### config.mk
export PLATFORM = sky130hd
export DESIGN_NAME = key_debounce_bank
export DESIGN_NICKNAME = d
export VERILOG_FILES = /design/src/rtl/key_debounce_bank.sv
export SDC_FILE = /design/constraint.sdc
export NUM_CORES = 1
export LEC_CHECK = 0
export CAP_MARGIN = 20
export CORE_ASPECT_RATIO = 1.4
export CORE_MARGIN = 2
export CORE_UTILIZATION = 50
export CTS_CLUSTER_SIZE = 40
export DETAILED_ROUTE_END_ITERATION = 8
export PLACE_DENSITY = 0.67
export SLEW_MARGIN = 20
export SYNTH_ARGS = -nofsm -noshare
export SYNTH_HDL_FRONTEND = slang
export SYNTH_SLANG_ARGS = --single-unit
### constraint.sdc
create_clock -name clock -period 2.9 [get_ports clock]
set_input_delay 0.435 -clock clock [delete_from_list [all_inputs] [get_ports clock]]
set_output_delay 0.435 -clock clock [all_outputs]
set_load 0.02 [all_outputs]
### src/rtl/key_debounce_bank.sv
// Bank of N_KEYS active-low push-button channels. Each channel is synchronised and debounced,
// then decoded into registered single-cycle press / release / long-press / auto-repeat pulses.
module key_debounce_bank #(
    parameter int N_KEYS          = 4,
    parameter int DEBOUNCE_CYCLES = 5000000,
    parameter int LONG_CYCLES     = 50000000,
    parameter int REPEAT_CYCLES   = 10000000,
    parameter int REPEAT_EN       = 1
) (
    input  logic              clock,
    input  logic              reset,
    input  logic [N_KEYS-1:0] button,
    output logic [N_KEYS-1:0] button_on,
    output logic [N_KEYS-1:0] press_pulse,
    output logic [N_KEYS-1:0] release_pulse,
    output logic [N_KEYS-1:0] long_pulse,
    output logic [N_KEYS-1:0] repeat_pulse
);

    localparam int DEB_W    = $clog2(DEBOUNCE_CYCLES);
    localparam int HOLD_MAX = (LONG_CYCLES > REPEAT_CYCLES) ? LONG_CYCLES : REPEAT_CYCLES;
    localparam int HOLD_W   = $clog2(HOLD_MAX);

    localparam logic [DEB_W-1:0]  DEB_LAST  = DEB_W'(DEBOUNCE_CYCLES - 1);
    localparam logic [DEB_W-1:0]  DEB_ONE   = DEB_W'(1);
    localparam logic [HOLD_W-1:0] LONG_LAST = HOLD_W'(LONG_CYCLES - 1);
    localparam logic [HOLD_W-1:0] REP_LAST  = HOLD_W'(REPEAT_CYCLES - 1);
    localparam logic [HOLD_W-1:0] HOLD_ONE  = HOLD_W'(1);

    typedef enum logic [1:0] {
        IDLE,
        PRESSED,
        HELD
    } state_t;

    logic [N_KEYS-1:0] syncMeta_q;
    logic [N_KEYS-1:0] sync_q;
    logic [N_KEYS-1:0] buttonOn_q,     buttonOn_d;
    logic [N_KEYS-1:0] pressPulse_q,   pressPulse_d;
    logic [N_KEYS-1:0] releasePulse_q, releasePulse_d;
    logic [N_KEYS-1:0] longPulse_q,    longPulse_d;
    logic [N_KEYS-1:0] repeatPulse_q,  repeatPulse_d;
    logic [DEB_W-1:0]  debCnt_q  [N_KEYS];
    logic [DEB_W-1:0]  debCnt_d  [N_KEYS];
    logic [HOLD_W-1:0] holdCnt_q [N_KEYS];
    logic [HOLD_W-1:0] holdCnt_d [N_KEYS];
    state_t            state_q   [N_KEYS];
    state_t            state_d   [N_KEYS];

    logic [N_KEYS-1:0] acceptEvt;
    logic [N_KEYS-1:0] pressEvt;
    logic [N_KEYS-1:0] releaseEvt;

    // Sync flops reset to 1 so a button held through reset cannot look like a press mid-reset.
    always_ff @(posedge clock) begin
        if (reset) begin
            syncMeta_q     <= '1;
            sync_q         <= '1;
            buttonOn_q     <= '1;
            pressPulse_q   <= '0;
            releasePulse_q <= '0;
            longPulse_q    <= '0;
            repeatPulse_q  <= '0;
            for (int i = 0; i < N_KEYS; i++) begin
                debCnt_q[i]  <= '0;
                holdCnt_q[i] <= '0;
                state_q[i]   <= IDLE;
            end
        end else begin
            syncMeta_q     <= button;
            sync_q         <= syncMeta_q;
            buttonOn_q     <= buttonOn_d;
            pressPulse_q   <= pressPulse_d;
            releasePulse_q <= releasePulse_d;
            longPulse_q    <= longPulse_d;
            repeatPulse_q  <= repeatPulse_d;
            for (int i = 0; i < N_KEYS; i++) begin
                debCnt_q[i]  <= debCnt_d[i];
                holdCnt_q[i] <= holdCnt_d[i];
                state_q[i]   <= state_d[i];
            end
        end
    end

    always_comb begin
        acceptEvt      = '0;
        pressEvt       = '0;
        releaseEvt     = '0;
        buttonOn_d     = buttonOn_q;
        pressPulse_d   = '0;
        releasePulse_d = '0;
        longPulse_d    = '0;
        repeatPulse_d  = '0;
        for (int i = 0; i < N_KEYS; i++) begin
            debCnt_d[i]  = debCnt_q[i];
            holdCnt_d[i] = holdCnt_q[i];
            state_d[i]   = state_q[i];
        end

        for (int i = 0; i < N_KEYS; i++) begin
            // Any sample agreeing with the accepted level restarts the stability count.
            if (sync_q[i] == buttonOn_q[i]) begin
                debCnt_d[i] = '0;
            end else if (debCnt_q[i] == DEB_LAST) begin
                debCnt_d[i]   = '0;
                acceptEvt[i]  = 1'b1;
                buttonOn_d[i] = sync_q[i];
            end else begin
                debCnt_d[i] = debCnt_q[i] + DEB_ONE;
            end

            pressEvt[i]       = acceptEvt[i] & ~sync_q[i];
            releaseEvt[i]     = acceptEvt[i] & sync_q[i];
            pressPulse_d[i]   = pressEvt[i];
            releasePulse_d[i] = releaseEvt[i];

            // Release is tested first so it pre-empts a long/repeat terminal count in the same cycle.
            case (state_q[i])
                IDLE: begin
                    if (pressEvt[i]) begin
                        state_d[i]   = PRESSED;
                        holdCnt_d[i] = '0;
                    end
                end
                PRESSED: begin
                    if (releaseEvt[i]) begin
                        state_d[i]   = IDLE;
                        holdCnt_d[i] = '0;
                    end else if (holdCnt_q[i] == LONG_LAST) begin
                        state_d[i]     = HELD;
                        holdCnt_d[i]   = '0;
                        longPulse_d[i] = 1'b1;
                    end else begin
                        holdCnt_d[i] = holdCnt_q[i] + HOLD_ONE;
                    end
                end
                HELD: begin
                    if (releaseEvt[i]) begin
                        state_d[i]   = IDLE;
                        holdCnt_d[i] = '0;
                    end else if (REPEAT_EN != 0) begin
                        if (holdCnt_q[i] == REP_LAST) begin
                            holdCnt_d[i]     = '0;
                            repeatPulse_d[i] = 1'b1;
                        end else begin
                            holdCnt_d[i] = holdCnt_q[i] + HOLD_ONE;
                        end
                    end else begin
                        holdCnt_d[i] = '0;
                    end
                end
                default: begin
                    state_d[i]   = IDLE;
                    holdCnt_d[i] = '0;
                end
            endcase
        end
    end

    assign button_on     = buttonOn_q;
    assign press_pulse   = pressPulse_q;
    assign release_pulse = releasePulse_q;
    assign long_pulse    = longPulse_q;
    assign repeat_pulse  = repeatPulse_q;

endmodule

==> metrics.md <==
| Metric | Value |
|---|---|
| Flip-flop and latch count after synthesis | `232` |
| Max FO, Critical Path | `34` |
| Number of top-level pins | `26` |
| Drt first-iter violations | `462` |
| Min Tclk post-route | `2.67 ns` |
| Antenna violations before repair | `0` |
| Critical path endpoint category | `flop` |
| Power consumption | `6.78 mW` |
| Sequential Power Share | `47.7%` |
| Complex-gate fraction of the synthesized area | `12.7%` |
| Antenna cells | `0` |
| Most common cell after layout, fill and taps aside | `dfxtp_1` |
| Number of buffers added on ports | `25` |
| Row count | `66` |
| Comb power frac | `3.2%` |
| Clock sink count | `232` |
| Via/cell ratio | `5.86` |
| Maximum clock frequency | `0.374 GHz` |
| Post-Synth Adder-Cell Area | `2.25%` |
| Internal power | `5.33 mW` |
| Initial Util | `50.5%` |
| Maximum number of pins on one net before global-route repair | `49` |
| Yosys cell types | `73` |
| Clock insertion delay at the later pin of the skew report | `0.52 ns` |
| Portion of synthesized cell area occupied by the leading cell type | `39.8%` |
| Maximum capacitance violations | `0` |
| Setup TNS | `0 ns` |
| Cell area power density | `512 mW/mm2` |
| Area growth from synthesis to layout | `13.3%` |
| Number of cell instances on the worst register-to-register path | `8` |
| Cells on Worst Hold Path | `2` |
| Top flip-flop cell by instance count after synthesis | `dfxtp_1` |
| Share of the synthesized netlist area taken by xor and xnor gates | `6.68%` |
| Hold Buf Count CTS | `0` |
| WL/cell | `14.8 um` |
| Gp weighted congestion | `0.836` |
| Drt pass-1 iters | `5` |
| Number of global-route vias before repair | `9,911` |
| Core utilization of the finished layout | `57.2%` |
| Final nets | `1,455` |
| Highest-count cells in the layout ignoring fill and taps | `dfxtp_1 (232), nor2_1 (166), nand2_1 (141)` |
| Number of nets in the synthesized netlist | `1,432` |
| Synth Area in Simple Gates | `34.4%` |
| Total number of H-tree levels | `1` |
| Clk pin slew, worst setup/hold paths | `0.06 ns` |
| Power dissipated by switching net loads | `1.44 mW` |
| Buffers from clock root to sink, at most | `3` |
| Total number of yosys warnings | `0` |
| Post-synth EDFFs | `0` |
| Classification of the worst setup path | `reg -> reg` |
| Startpoint type of the worst setup path | `flop` |
| Die area | `0.0246 mm2` |
| Count of nets left with antenna violations after detail routing | `0` |
| Net switching share of the total power | `21.3%` |
| Final setup vio count | `0` |
| Global-route wire length before repair | `45,300 um` |
| Count of final hold-check violations | `0` |
| Run status | `completed` |
| CTS tree | `built` |
| Asr flop ratio synth | `0%` |
| Critical path data arrival time | `3.05 ns` |
| Yosys top cell by area | `dfxtp_1` |
| Hold WC Path Type | `in -> reg` |
| Clock share of power | `49.1%` |
| Worst ir drop on vdd | `0.000482 V` |
| Worst Tran Pin Value | `0.801 ns` |
| Global routing usage summed across all routing layers | `21.2%` |
| Final std cell area, no fill | `0.0132 mm2` |
| Sequential-to-total area share from yosys stat | `39.8%` |
| Post-detailed-placement half-perimeter wirelength | `17,700 um` |
| Worst slew margin relative to its limit | `46.6%` |
| Fraction of synthesized area in multiplexers | `0.793%` |
| Clock tree skew after final layout | `0.0184 ns` |
| Filler cell count | `2,135` |
| Post-synthesis area per instance | `8.31 um2` |
| Main combinational cell family by area after synthesis | `simple AND/OR/NAND/NOR gates` |
| Total DRC errors in the routed layout | `0` |
| Gate count of the mapped netlist | `1,405` |
| Post-CTS setup buffer count | `0` |
| Most area-consuming cells after synthesis | `dfxtp_1 (40%), nor2_1 (5.3%), nand3_1 (5.1%)` |
| Combined area of all synthesized cells | `0.0117 mm2` |
| RSZ-0062 raised after global routing | `no` |
| Leakage power of the design | `4.30 nW` |
| Aggregate routed wire length | `26,000 um` |
| Final Cycle Share | `92.1%` |
| Clock root buffer | `clkbuf_16` |
| Total via count in the routed design | `10,255` |
| TritonCTS buffer count | `25` |
| Placed Instance Area | `0.0123 mm2` |
| Pins over their slew limit | `0` |
| Core area | `0.0231 mm2` |
| Final global-route overflow total | `0` |
| Fraction of final layout cells sized beyond drive strength 1 | `7.62%` |
| Overall die height | `185 um` |
| X dimension of the die | `133 um` |
| Critical Path RT | `3.28 ns` |
[power groups by stage]
| stage | Clock, mW | Sequential [mW] | Combinational, mW |
|---|---|---|---|
| 5_1_grt | 3.54 | 3.23 | 0.242 |
| 3_3_place_gp | 0 | 3.30 | 0.215 |
| 2_1_floorplan | 0 | 3.29 | 0.154 |
| 6_report | 3.33 | 3.23 | 0.220 |
| 4_1_cts | 3.41 | 3.23 | 0.219 |
| 3_5_place_dp | 0 | 3.30 | 0.218 |
[flip-flops by register name, summed over array words and instances, names as in the netlist]
signal	flops
syncMeta_q	4
holdCnt_q	104
release_pulse	4
button_on	4
long_pulse	4
sync_q	4
press_pulse	4
repeat_pulse	4
debCnt_q	92
state_q	8
[cell type report]
class	instances	area [um2]	area share, %
clock buffers	32	702	5.30
flip-flops and latches	232	4640	35.1
repair buffers	56	523	3.95
multi-input cells	1073	6670	50.4
inverters	40	150	1.13
well taps	306	383	2.89
clock inverters	11	161	1.22
[critical path: stages, from the launching register on]
cell      delay [ns]
dfxtp_1         0.41
ha_1            0.19
nand4_1         0.18
or4b_2          0.70
o21ai_0         0.40
a21oi_4         0.22
buf_16          0.23
o211ai_1        0.10
a31oi_1         0.10
[per-layer routing]
metal  global-route usage [%]  routed length, um
met5                        0                  0
met3                     2.85                775
met4                     6.43                529
met2                     39.1              13200
met1                     25.7              11400
[kinds of logic after synthesis]
group                      count (synthesis)
DFF                                      232
adders and majority gates                 21
and+or+nand+nor                          751
muxes                                      9
xor gates and xnor gates                  89
buffers and inverters                    100
AOI/OAI and AO/OA                        203
[cell usage after synthesis (all sizes together), types with 6 or more instances]
| master | number |
|---|---|
| nand2b | 6 |
| or4 | 8 |
| o21ai | 18 |
| xor2 | 41 |
| and3 | 42 |
| and2 | 19 |
| nor3b | 17 |
| or2 | 17 |
| nor4 | 27 |
| o21a | 18 |
| a211oi | 8 |
| nand4 | 47 |
| a31oi | 49 |
| buf | 17 |
| a21oi | 16 |
| nor2 | 167 |
| a221o | 6 |
| ha | 21 |
| or3 | 15 |
| inv | 40 |
| nand3 | 120 |
| nor2b | 8 |
| a22o | 13 |
| nor4b | 20 |
| o311ai | 18 |
| dfxtp | 232 |
| nand3b | 15 |
| and4 | 16 |
| nor3 | 38 |
| nor4bb | 11 |
| clkbuf | 43 |
| mux2i | 7 |
| a21o | 7 |
| nand2 | 141 |
| xnor2 | 48 |
| o31ai | 15 |
[per-stage QoR]
stage | setup WS, ns | std cells | hold WS, ns
6_report | 0.228 | 1750 | 0.242
5_1_grt | 0.0220 | 1750 | 0.241
4_1_cts | 0.195 | 1749 | 0.223
3_5_place_dp | 0.194 | 1706 | 0.394
3_3_place_gp | 0.310 | 1706 | 0.392
2_1_floorplan | 0.577 | 1405 | 0.389
[worst paths after layout]
kind / startpoint / end / slack [ns]
setup / recovery: holdCnt_q[3][1]$_SDFFE_PP0P_ / holdCnt_q[3][19]$_SDFFE_PP0P_ / 0.23
hold / removal: reset / press_pulse[0]$_SDFF_PP0_ / 0.24
setup reg to reg: holdCnt_q[3][1]$_SDFFE_PP0P_ / holdCnt_q[3][19]$_SDFFE_PP0P_ / 0.23
hold reg to reg: syncMeta_q[1]$_SDFF_PP1_ / sync_q[1]$_SDFF_PP1_ / 0.41
[repair_timing]
item                                    in CTS  in global routing
resized for setup                            0                  2
endpoints found under the setup margin       0                  2
endpoints found under the hold margin        0                  0
Note: power is estimated with default switching activity, not from simulation.
